### src/rtl/reorder_buffer_pkg.sv
// Shared ROB types and defaults for dispatch, reservation stations and commit.
// Tags are entry index + 1, so tag 0 always means "no producer / value ready in RF".
package reorder_buffer_pkg;

  localparam int unsigned ROB_SIZE     = 8;
  localparam int unsigned DATA_SIZE    = 32;
  localparam int unsigned ADDRESS_SIZE = 32;
  localparam int unsigned REG_SIZE     = 5;

  // Storage-width entry; narrower instance parameters are cast into these fields.
  typedef struct packed {
    logic                    busy;
    logic                    done;
    logic                    mispredict;
    logic [REG_SIZE-1:0]     rd;
    logic [ADDRESS_SIZE-1:0] pc;
    logic [DATA_SIZE-1:0]    value;
    logic [ADDRESS_SIZE-1:0] target;
  } rob_entry_t;

  function automatic int unsigned rob_tag_width(input int unsigned depth);
    return $clog2(depth + 1);
  endfunction

endpackage

### src/rtl/reorder_buffer_if.sv
// Dispatch, CDB, operand lookup and commit signals of the reorder buffer.
interface reorder_buffer_if
  import reorder_buffer_pkg::*;
#(
    parameter int unsigned DEPTH        = ROB_SIZE,
    parameter int unsigned DATA_WIDTH   = DATA_SIZE,
    parameter int unsigned ADDR_WIDTH   = ADDRESS_SIZE,
    parameter int unsigned REG_WIDTH    = 5,
    parameter int unsigned COMMIT_WIDTH = 2,
    parameter int unsigned TAG_WIDTH    = rob_tag_width(DEPTH)
) ();

    logic                               dispatch_valid;
    logic                               dispatch_ready;
    logic [REG_WIDTH-1:0]               dispatch_rd;
    logic [ADDR_WIDTH-1:0]              dispatch_pc;
    logic [TAG_WIDTH-1:0]               dispatch_tag;

    logic                               cdb_valid;
    logic [TAG_WIDTH-1:0]               cdb_tag;
    logic [DATA_WIDTH-1:0]              cdb_value;
    logic                               cdb_mispredict;
    logic [ADDR_WIDTH-1:0]              cdb_target;

    logic [TAG_WIDTH-1:0]               lookup_tag_a;
    logic [TAG_WIDTH-1:0]               lookup_tag_b;
    logic                               lookup_ready_a;
    logic                               lookup_ready_b;
    logic [DATA_WIDTH-1:0]              lookup_value_a;
    logic [DATA_WIDTH-1:0]              lookup_value_b;

    logic [COMMIT_WIDTH-1:0]            commit_valid;
    logic [COMMIT_WIDTH*REG_WIDTH-1:0]  commit_rd;
    logic [COMMIT_WIDTH*DATA_WIDTH-1:0] commit_value;
    logic [COMMIT_WIDTH*TAG_WIDTH-1:0]  commit_tag;

    logic                               flush;
    logic [ADDR_WIDTH-1:0]              flush_pc;
    logic                               empty;

    modport slave (
        input  dispatch_valid, dispatch_rd, dispatch_pc,
        input  cdb_valid, cdb_tag, cdb_value, cdb_mispredict, cdb_target,
        input  lookup_tag_a, lookup_tag_b,
        output dispatch_ready, dispatch_tag,
        output lookup_ready_a, lookup_ready_b, lookup_value_a, lookup_value_b,
        output commit_valid, commit_rd, commit_value, commit_tag,
        output flush, flush_pc, empty
    );

    modport master (
        output dispatch_valid, dispatch_rd, dispatch_pc,
        output cdb_valid, cdb_tag, cdb_value, cdb_mispredict, cdb_target,
        output lookup_tag_a, lookup_tag_b,
        input  dispatch_ready, dispatch_tag,
        input  lookup_ready_a, lookup_ready_b, lookup_value_a, lookup_value_b,
        input  commit_valid, commit_rd, commit_value, commit_tag,
        input  flush, flush_pc, empty
    );

endinterface

### src/rtl/reorder_buffer_rob_wrap_ptr.sv
// Modulo-Depth pointer advancing by 0..MaxInc per cycle, with synchronous clear.
module rob_wrap_ptr #(
    parameter int unsigned Depth  = 8,
    parameter int unsigned MaxInc = 2,
    localparam int unsigned PtrW  = $clog2(Depth),
    localparam int unsigned IncW  = $clog2(MaxInc + 1)
) (
    input  logic            clk_i,
    input  logic            reset_i,
    input  logic            clear_i,
    input  logic [IncW-1:0] inc_i,
    output logic [PtrW-1:0] ptr_o
);

    localparam int unsigned SumW = PtrW + 1;

    logic [PtrW-1:0] ptr_q, ptr_d;
    logic [SumW-1:0] sum;

    // ptr + inc stays below 2*Depth, so one conditional subtract wraps it.
    always_comb begin
        sum = {1'b0, ptr_q} + SumW'(inc_i);
        if (sum >= SumW'(Depth)) begin
            ptr_d = PtrW'(sum - SumW'(Depth));
        end else begin
            ptr_d = PtrW'(sum);
        end
        if (clear_i) begin
            ptr_d = '0;
        end
    end

    always_ff @(posedge clk_i) begin
        if (reset_i) begin
            ptr_q <= '0;
        end else begin
            ptr_q <= ptr_d;
        end
    end

    assign ptr_o = ptr_q;

endmodule

### src/rtl/reorder_buffer.sv
// Reorder buffer: in-order allocation, CDB capture, operand lookup with bypass,
// in-order retirement of up to COMMIT_WIDTH entries and flush on retired mispredict.
module reorder_buffer
  import reorder_buffer_pkg::*;
#(
    parameter int unsigned DEPTH        = ROB_SIZE,
    parameter int unsigned DATA_WIDTH   = DATA_SIZE,
    parameter int unsigned ADDR_WIDTH   = ADDRESS_SIZE,
    parameter int unsigned REG_WIDTH    = 5,
    parameter int unsigned COMMIT_WIDTH = 2,
    parameter int unsigned TAG_WIDTH    = rob_tag_width(DEPTH)
) (
    input logic             clk,
    input logic             reset,
    reorder_buffer_if.slave bus
);

    localparam int unsigned PtrW = $clog2(DEPTH);
    localparam int unsigned RetW = $clog2(COMMIT_WIDTH + 1);
    localparam int unsigned CntW = $clog2(DEPTH + 1);

    rob_entry_t          entries_q [DEPTH];
    rob_entry_t          entries_d [DEPTH];
    logic [CntW-1:0]     count_q, count_d;
    logic [PtrW-1:0]     head, tail, head1;
    logic [PtrW-1:0]     slot_idx [2];
    logic                ret [2];
    logic [RetW-1:0]     num_ret;
    logic                flush;
    logic                do_dispatch;
    logic                cdb_hit;
    logic [PtrW-1:0]     cdb_idx;
    logic [TAG_WIDTH-1:0] lk_tag [2];
    logic                lk_ready [2];
    logic [DATA_WIDTH-1:0] lk_value [2];

    assign head1       = (head == PtrW'(DEPTH - 1)) ? '0 : head + PtrW'(1);
    assign slot_idx[0] = head;
    assign slot_idx[1] = head1;

    // Slot 1 never retires behind a mispredict, so at most one flush source exists.
    always_comb begin
        ret[0] = entries_q[head].busy && entries_q[head].done;
        ret[1] = (COMMIT_WIDTH == 2) && ret[0] && !entries_q[head].mispredict &&
                 entries_q[head1].busy && entries_q[head1].done;
        num_ret = RetW'(ret[0]) + RetW'(ret[1]);
    end

    always_comb begin
        bus.commit_valid = '0;
        bus.commit_rd    = '0;
        bus.commit_value = '0;
        bus.commit_tag   = '0;
        flush            = 1'b0;
        bus.flush_pc     = '0;
        for (int s = 0; s < COMMIT_WIDTH; s++) begin
            if (ret[s]) begin
                bus.commit_valid[s] = 1'b1;
                bus.commit_rd[s*REG_WIDTH +: REG_WIDTH] =
                    REG_WIDTH'(entries_q[slot_idx[s]].rd);
                bus.commit_value[s*DATA_WIDTH +: DATA_WIDTH] =
                    DATA_WIDTH'(entries_q[slot_idx[s]].value);
                bus.commit_tag[s*TAG_WIDTH +: TAG_WIDTH] =
                    TAG_WIDTH'(slot_idx[s]) + TAG_WIDTH'(1);
                if (entries_q[slot_idx[s]].mispredict) begin
                    flush        = 1'b1;
                    bus.flush_pc = ADDR_WIDTH'(entries_q[slot_idx[s]].target);
                end
            end
        end
    end

    assign bus.flush          = flush;
    assign bus.empty          = (count_q == '0);
    assign bus.dispatch_ready = (count_q != CntW'(DEPTH)) && !flush;
    assign bus.dispatch_tag   = TAG_WIDTH'(tail) + TAG_WIDTH'(1);
    assign do_dispatch        = bus.dispatch_valid && bus.dispatch_ready;

    assign cdb_idx = PtrW'(bus.cdb_tag - TAG_WIDTH'(1));
    assign cdb_hit = bus.cdb_valid && (bus.cdb_tag != '0) &&
                     (bus.cdb_tag <= TAG_WIDTH'(DEPTH)) && entries_q[cdb_idx].busy;

    assign lk_tag[0] = bus.lookup_tag_a;
    assign lk_tag[1] = bus.lookup_tag_b;

    always_comb begin
        for (int i = 0; i < 2; i++) begin
            lk_ready[i] = 1'b0;
            lk_value[i] = '0;
            if (lk_tag[i] != '0) begin
                if (bus.cdb_valid && (bus.cdb_tag == lk_tag[i])) begin
                    lk_ready[i] = 1'b1;
                    lk_value[i] = bus.cdb_value;
                end else if ((lk_tag[i] <= TAG_WIDTH'(DEPTH)) &&
                             entries_q[PtrW'(lk_tag[i] - TAG_WIDTH'(1))].busy &&
                             entries_q[PtrW'(lk_tag[i] - TAG_WIDTH'(1))].done) begin
                    lk_ready[i] = 1'b1;
                    lk_value[i] =
                        DATA_WIDTH'(entries_q[PtrW'(lk_tag[i] - TAG_WIDTH'(1))].value);
                end
            end
        end
    end

    assign bus.lookup_ready_a = lk_ready[0];
    assign bus.lookup_ready_b = lk_ready[1];
    assign bus.lookup_value_a = lk_value[0];
    assign bus.lookup_value_b = lk_value[1];

    // Order matters: CDB capture, then retire clear, then allocation at tail.
    always_comb begin
        entries_d = entries_q;
        if (cdb_hit) begin
            entries_d[cdb_idx].done       = 1'b1;
            entries_d[cdb_idx].value      = DATA_SIZE'(bus.cdb_value);
            entries_d[cdb_idx].mispredict = bus.cdb_mispredict;
            entries_d[cdb_idx].target     = ADDRESS_SIZE'(bus.cdb_target);
        end
        for (int s = 0; s < 2; s++) begin
            if (ret[s]) begin
                entries_d[slot_idx[s]] = '0;
            end
        end
        if (do_dispatch) begin
            entries_d[tail]      = '0;
            entries_d[tail].busy = 1'b1;
            entries_d[tail].rd   = REG_SIZE'(bus.dispatch_rd);
            entries_d[tail].pc   = ADDRESS_SIZE'(bus.dispatch_pc);
        end
        if (flush) begin
            for (int i = 0; i < DEPTH; i++) begin
                entries_d[i] = '0;
            end
        end
        count_d = flush ? '0 : count_q + CntW'(do_dispatch) - CntW'(num_ret);
    end

    always_ff @(posedge clk) begin
        if (reset) begin
            for (int i = 0; i < DEPTH; i++) begin
                entries_q[i] <= '0;
            end
            count_q <= '0;
        end else begin
            entries_q <= entries_d;
            count_q   <= count_d;
        end
    end

    rob_wrap_ptr #(
        .Depth  (DEPTH),
        .MaxInc (COMMIT_WIDTH)
    ) u_head_ptr (
        .clk_i   (clk),
        .reset_i (reset),
        .clear_i (flush),
        .inc_i   (num_ret),
        .ptr_o   (head)
    );

    rob_wrap_ptr #(
        .Depth  (DEPTH),
        .MaxInc (COMMIT_WIDTH)
    ) u_tail_ptr (
        .clk_i   (clk),
        .reset_i (reset),
        .clear_i (flush),
        .inc_i   (RetW'(do_dispatch)),
        .ptr_o   (tail)
    );

endmodule

### src/flat_wrapper.sv
// flat-port wrapper written by rule: the top's interface ports become plain ports
module reorder_buffer_flat import reorder_buffer_pkg::*;
#(
    parameter int unsigned DEPTH        = ROB_SIZE,
    parameter int unsigned DATA_WIDTH   = DATA_SIZE,
    parameter int unsigned ADDR_WIDTH   = ADDRESS_SIZE,
    parameter int unsigned REG_WIDTH    = 5,
    parameter int unsigned COMMIT_WIDTH = 2,
    parameter int unsigned TAG_WIDTH    = rob_tag_width(DEPTH)
)
  (clk, reset, bus_dispatch_valid, bus_dispatch_rd, bus_dispatch_pc, bus_cdb_valid, bus_cdb_tag, bus_cdb_value, bus_cdb_mispredict, bus_cdb_target, bus_lookup_tag_a, bus_lookup_tag_b, bus_dispatch_ready, bus_dispatch_tag, bus_lookup_ready_a, bus_lookup_ready_b, bus_lookup_value_a, bus_lookup_value_b, bus_commit_valid, bus_commit_rd, bus_commit_value, bus_commit_tag, bus_flush, bus_flush_pc, bus_empty);
  reorder_buffer_if #(.DEPTH(DEPTH), .DATA_WIDTH(DATA_WIDTH), .ADDR_WIDTH(ADDR_WIDTH), .REG_WIDTH(REG_WIDTH), .COMMIT_WIDTH(COMMIT_WIDTH), .TAG_WIDTH(TAG_WIDTH)) bus_i ();
  input logic clk;
  input logic reset;
  input wire logic [$bits(bus_i.dispatch_valid)-1:0] bus_dispatch_valid;
  input wire logic [$bits(bus_i.dispatch_rd)-1:0] bus_dispatch_rd;
  input wire logic [$bits(bus_i.dispatch_pc)-1:0] bus_dispatch_pc;
  input wire logic [$bits(bus_i.cdb_valid)-1:0] bus_cdb_valid;
  input wire logic [$bits(bus_i.cdb_tag)-1:0] bus_cdb_tag;
  input wire logic [$bits(bus_i.cdb_value)-1:0] bus_cdb_value;
  input wire logic [$bits(bus_i.cdb_mispredict)-1:0] bus_cdb_mispredict;
  input wire logic [$bits(bus_i.cdb_target)-1:0] bus_cdb_target;
  input wire logic [$bits(bus_i.lookup_tag_a)-1:0] bus_lookup_tag_a;
  input wire logic [$bits(bus_i.lookup_tag_b)-1:0] bus_lookup_tag_b;
  output wire logic [$bits(bus_i.dispatch_ready)-1:0] bus_dispatch_ready;
  output wire logic [$bits(bus_i.dispatch_tag)-1:0] bus_dispatch_tag;
  output wire logic [$bits(bus_i.lookup_ready_a)-1:0] bus_lookup_ready_a;
  output wire logic [$bits(bus_i.lookup_ready_b)-1:0] bus_lookup_ready_b;
  output wire logic [$bits(bus_i.lookup_value_a)-1:0] bus_lookup_value_a;
  output wire logic [$bits(bus_i.lookup_value_b)-1:0] bus_lookup_value_b;
  output wire logic [$bits(bus_i.commit_valid)-1:0] bus_commit_valid;
  output wire logic [$bits(bus_i.commit_rd)-1:0] bus_commit_rd;
  output wire logic [$bits(bus_i.commit_value)-1:0] bus_commit_value;
  output wire logic [$bits(bus_i.commit_tag)-1:0] bus_commit_tag;
  output wire logic [$bits(bus_i.flush)-1:0] bus_flush;
  output wire logic [$bits(bus_i.flush_pc)-1:0] bus_flush_pc;
  output wire logic [$bits(bus_i.empty)-1:0] bus_empty;
  assign bus_i.dispatch_valid = bus_dispatch_valid;
  assign bus_i.dispatch_rd = bus_dispatch_rd;
  assign bus_i.dispatch_pc = bus_dispatch_pc;
  assign bus_i.cdb_valid = bus_cdb_valid;
  assign bus_i.cdb_tag = bus_cdb_tag;
  assign bus_i.cdb_value = bus_cdb_value;
  assign bus_i.cdb_mispredict = bus_cdb_mispredict;
  assign bus_i.cdb_target = bus_cdb_target;
  assign bus_i.lookup_tag_a = bus_lookup_tag_a;
  assign bus_i.lookup_tag_b = bus_lookup_tag_b;
  assign bus_dispatch_ready = bus_i.dispatch_ready;
  assign bus_dispatch_tag = bus_i.dispatch_tag;
  assign bus_lookup_ready_a = bus_i.lookup_ready_a;
  assign bus_lookup_ready_b = bus_i.lookup_ready_b;
  assign bus_lookup_value_a = bus_i.lookup_value_a;
  assign bus_lookup_value_b = bus_i.lookup_value_b;
  assign bus_commit_valid = bus_i.commit_valid;
  assign bus_commit_rd = bus_i.commit_rd;
  assign bus_commit_value = bus_i.commit_value;
  assign bus_commit_tag = bus_i.commit_tag;
  assign bus_flush = bus_i.flush;
  assign bus_flush_pc = bus_i.flush_pc;
  assign bus_empty = bus_i.empty;
  reorder_buffer #(.DEPTH(DEPTH), .DATA_WIDTH(DATA_WIDTH), .ADDR_WIDTH(ADDR_WIDTH), .REG_WIDTH(REG_WIDTH), .COMMIT_WIDTH(COMMIT_WIDTH), .TAG_WIDTH(TAG_WIDTH)) u_core (.clk(clk), .reset(reset), .bus(bus_i));
endmodule
### config.mk
export PLATFORM = sky130hd
export DESIGN_NAME = reorder_buffer_flat
export DESIGN_NICKNAME = d
export VERILOG_FILES = /design/src/rtl/reorder_buffer_pkg.sv /design/src/rtl/reorder_buffer_if.sv /design/src/rtl/reorder_buffer_rob_wrap_ptr.sv /design/src/rtl/reorder_buffer.sv /design/src/flat_wrapper.sv
export SDC_FILE = /design/constraint.sdc
export NUM_CORES = 2
export LEC_CHECK = 0
export ABC_AREA = 1
export CAP_MARGIN = 20
export CELL_PAD_IN_SITES_DETAIL_PLACEMENT = 1
export CELL_PAD_IN_SITES_GLOBAL_PLACEMENT = 1
export CORE_ASPECT_RATIO = 0.8
export CORE_UTILIZATION = 35
export CTS_CLUSTER_SIZE = 8
export DETAILED_ROUTE_END_ITERATION = 7
export PLACE_DENSITY = 0.79
export SLEW_MARGIN = 20
export SYNTH_ARGS = -nofsm -noshare
export SYNTH_HDL_FRONTEND = slang
export SYNTH_SLANG_ARGS = --single-unit
### constraint.sdc
create_clock -name clk -period 5.7 [get_ports clk]
set_clock_uncertainty 0.15 [all_clocks]
set_input_delay 1.14 -clock clk [delete_from_list [all_inputs] [get_ports clk]]
set_output_delay 1.14 -clock clk [all_outputs]
set_load 0.005 [all_outputs]
==> results by group <==
Clock tree
  – CTS H-tree depth: 3
  – Root Buffer Master: clkbuf_16
  – Clock slew seen by the registers of the worst setup and hold paths: 0.05 ns
  – Max Root-Sink Buffers: 3
  – Clk_lat worst skew: 0.70 ns
  – Clock sinks: 586
  – Num CTS Buffers: 84
  – CTS tree: yes

Setup path
  – Crit-path cells: ha_1, ha_1, inv_1, nor2_2, buf_4, clkinv_2, buf_4, a21oi_1, o21ai_0, o211ai_1, a221oi_1, o21ai_0, clkdlybuf4s50_1
  – Number of cells on the critical path: 13
  – Worst endpoint required time: 4.41 ns
  – CP max FO: 11
  – Buf/Inv on CP: 5
  – Slowest cell delay on critical path: 0.62 ns
  – Kind of critical path: reg2out
  – Critical Path AT: 4.43 ns
  – CP delay by family, top: buffers and inverters
  – Worst r2r dst: u_core.entries_q[464]
  – FF-to-FF path depth: 15
  – Critical path's slowest cell: clkdlybuf4s50_1
  – Worst Setup Start Kind: flop
  – R2R setup slack: 0.96 ns
  – CP Launch Point: u_core.u_head_ptr.ptr_o[0]
  – CP Capture Type: primary output
  – Reg2reg start: u_core.u_head_ptr.ptr_o[0]
  – Setup crit end: bus_flush_pc[31]

Pwr
  – Int Pwr: 7.39 mW
  – P_sw: 3.33 mW
  – Power share of the clock group: 44.3%
  – P_leak: 15.4 nW
  – Share of power burned in combinational logic: 15.8%
  – Total chip power: 10.7 mW
  – Pwr dens: 252 nW/µm²
  – Seq pwr share: 40.0%
  – Switching Fraction: 31.1%
  – Peak VDD IR: 0.216 mV

Finish
  – Final Core Density: 41.9%
  – Final #Nets: 5912
  – Post-route cell area: 42500 µm²
  – Area growth syn-to-layout: 17.8%
  – Share of cells above drive strength 1: 5.58%
  – Non-filler cells, final: 7114

Die
  – Die Ht: 289 µm
  – Starting Density: 35.6%
  – Die X: 361 µm
  – Core ar.: 101000 µm²
  – Ports: 307
  – Std cell rows: 104
  – Area of the die: 104000 µm²

Place
  – Global placement routability congestion: 0.890
  – Placed Instances: 7009
  – Number of port buffers: 274
  – Place WS: 0.0218 ns
  – Post-DP HPWL: 105000 µm
  – Placed inst area: 40000 µm²

Logic synthesis
  – Post-synthesis xor/xnor area fraction: 0.243%
  – Syn Inst Count: 5753
  – Commonest cells in the netlist: o21ai_0, nand2_1, nor2_1, a21oi_1, dfxtp_1
  – Synth Cell Area: 36100 µm²
  – Syn_nets: 5893
  – Most common flop cell mapped by yosys: dfxtp_1
  – Post-synth EDFFs: 0
  – Area contributors post-synth: dfxtp_1, o21ai_0, nand2_1
  – Synth async-reset ratio: 0%
  – Yosys top cell by area: dfxtp_1
  – Cell variety after synth: 50
  – Post-Syn Area per Cell: 6.27 µm²
  – Post-synth top area share: 32.5%
  – Largest family of logic cells by synthesized area: compound AO/OA/AOI/OAI gates
  – Synth Area in Simple Gates: 22.5%
  – Post-synthesis compound-gate area fraction: 31.9%
  – Mux contribution to synthesized area: 1.64%
  – FF+latch count, synth: 586
  – Fraction of the mapped netlist area in adder cells: 0.805%
  – Sequential area share after synthesis: 32.5%
  – Yosys synthesis warning count: 0
  – Most common cell in the netlist: o21ai_0

STA
  – Fin crit share: 100%
  – Final hold slack: 0.347 ns
  – PnR worst setup slack: -0.0162 ns
  – Final Hold Viols: 0
  – Measured slew at the worst slew-check pin: 1.02 ns
  – Pins Over Slew Limit: 0
  – Final min period: 5.72 ns
  – Max Freq: 175 MHz
  – RSZ-0062 raised after global routing: true
  – Relative slew slack: 31.8%
  – Endpoints failing setup: 1
  – Total Neg Setup Slack: -0.0162 ns

GRT
  – Vias in the first global route: 42400
  – First-pass GRT wire length: 263000 µm
  – Initial antenna violation count: 9
  – Largest net degree at the start of global routing: 136
  – Grt total ovfl: 0
  – GRT Resource Usage Total: 32.6%

Detailed routing
  – Drt first-iter violations: 4829
  – Vias per std cell: 6.12
  – Via count: 43500
  – Remaining DRCs: 0
  – Routed len/inst: 24.8 µm
  – Final WL: 176000 µm
  – Final ANT Viol Nets: 0
  – Initial DRT Pass Iterations: 6

Run status
  – Status: finished with violations
  – Failing checks: negative setup slack

Min path
  – Worst Hold Class: reg2reg

Run
  – # Max-Cap Violations: 0
==> final cells by class <==
| cell class | count | area [µm²] |
|---|---|---|
| fill | 13100 | 58900 |
| multi-input combinational | 4250 | 20900 |
| sequential | 586 | 11700 |
| timing repair buffer | 418 | 4250 |
| clock buffer | 91 | 2150 |
| tap | 1325 | 1660 |
| inverter | 432 | 1640 |
| clock inverter | 9 | 189 |
| antenna | 3 | 7.51 |
==> placed cells by master, fill, tap and decap left out, types with 68 or more instances in the layout <==
| cell type | synthesis | final |
|---|---|---|
| clkbuf_16 | 0 | 84 |
| a21oi_1 | 664 | 664 |
| clkdlybuf4s50_1 | 0 | 271 |
| nand2_1 | 929 | 922 |
| dfxtp_1 | 586 | 583 |
| inv_1 | 416 | 411 |
| nand3_1 | 159 | 159 |
| o211ai_1 | 68 | 68 |
| buf_4 | 35 | 107 |
| nor2_1 | 813 | 803 |
| o21ai_0 | 1175 | 1172 |
==> state kept, by name (all words and copies together) (netlist names) <==
name,flops
u_core.count_q,4
u_core.entries_q,576
u_core.u_head_ptr.ptr_o,3
u_core.u_tail_ptr.ptr_o,3
==> tightest hold or removal path, stage by stage (launching register included) <==
cell	delay (ns)
dfxtp_1	0.34
nand2_1	0.07
nand2_1	0.04
==> power groups by stage <==
| stage | Sequential (mW) | Combinational [mW] | Clock (mW) |
|---|---|---|---|
| floorplan | 4.34 | 0.954 | 0 |
| global placement | 4.36 | 1.60 | 0 |
| detailed placement | 4.36 | 1.64 | 0 |
| CTS | 4.28 | 1.65 | 4.79 |
| global route | 4.29 | 1.81 | 4.95 |
| finish | 4.28 | 1.69 | 4.74 |
==> cell families after synthesis <==
kind of cell               after synthesis
xor gates and xnor gates                10
AOI/OAI and AO/OA                     2140
and+or+nand+nor                       2019
buffers and inverters                  917
muxes                                   59
adders and majority gates               22
DFF                                    586
==> metal layers <==
layer	track usage, %	vias to the layer above	routed length (µm)
li1	-	19400	-
met1	43.4	21200	74200
met2	50.2	2357	75900
met3	6.77	556	17800
met4	15.9	8	8470
met5	0	-	53
==> repair_timing <==
| action | in CTS | in global routing |
|---|---|---|
| setup endpoints to repair | 31 | 69 |
| buffers inserted | 2 | 0 |
| hold buffers | 0 | 0 |
| pin swaps | 1 | 1 |
| gates resized for setup | 10 | 20 |
==> worst min path at each step <==
stage                                 end  depth (start not counted)  slack, ns                  start
CTS                 u_core.entries_q[207]                          2       0.34  u_core.entries_q[207]
global placement    u_core.entries_q[207]                          2       0.33  u_core.entries_q[207]
floorplan           u_core.entries_q[207]                          2       0.29  u_core.entries_q[207]
finish              u_core.entries_q[207]                          2       0.35  u_core.entries_q[207]
detailed placement  u_core.entries_q[207]                          2       0.33  u_core.entries_q[207]
global route        u_core.entries_q[207]                          2       0.37  u_core.entries_q[207]
(Power assumes the default switching activity.)
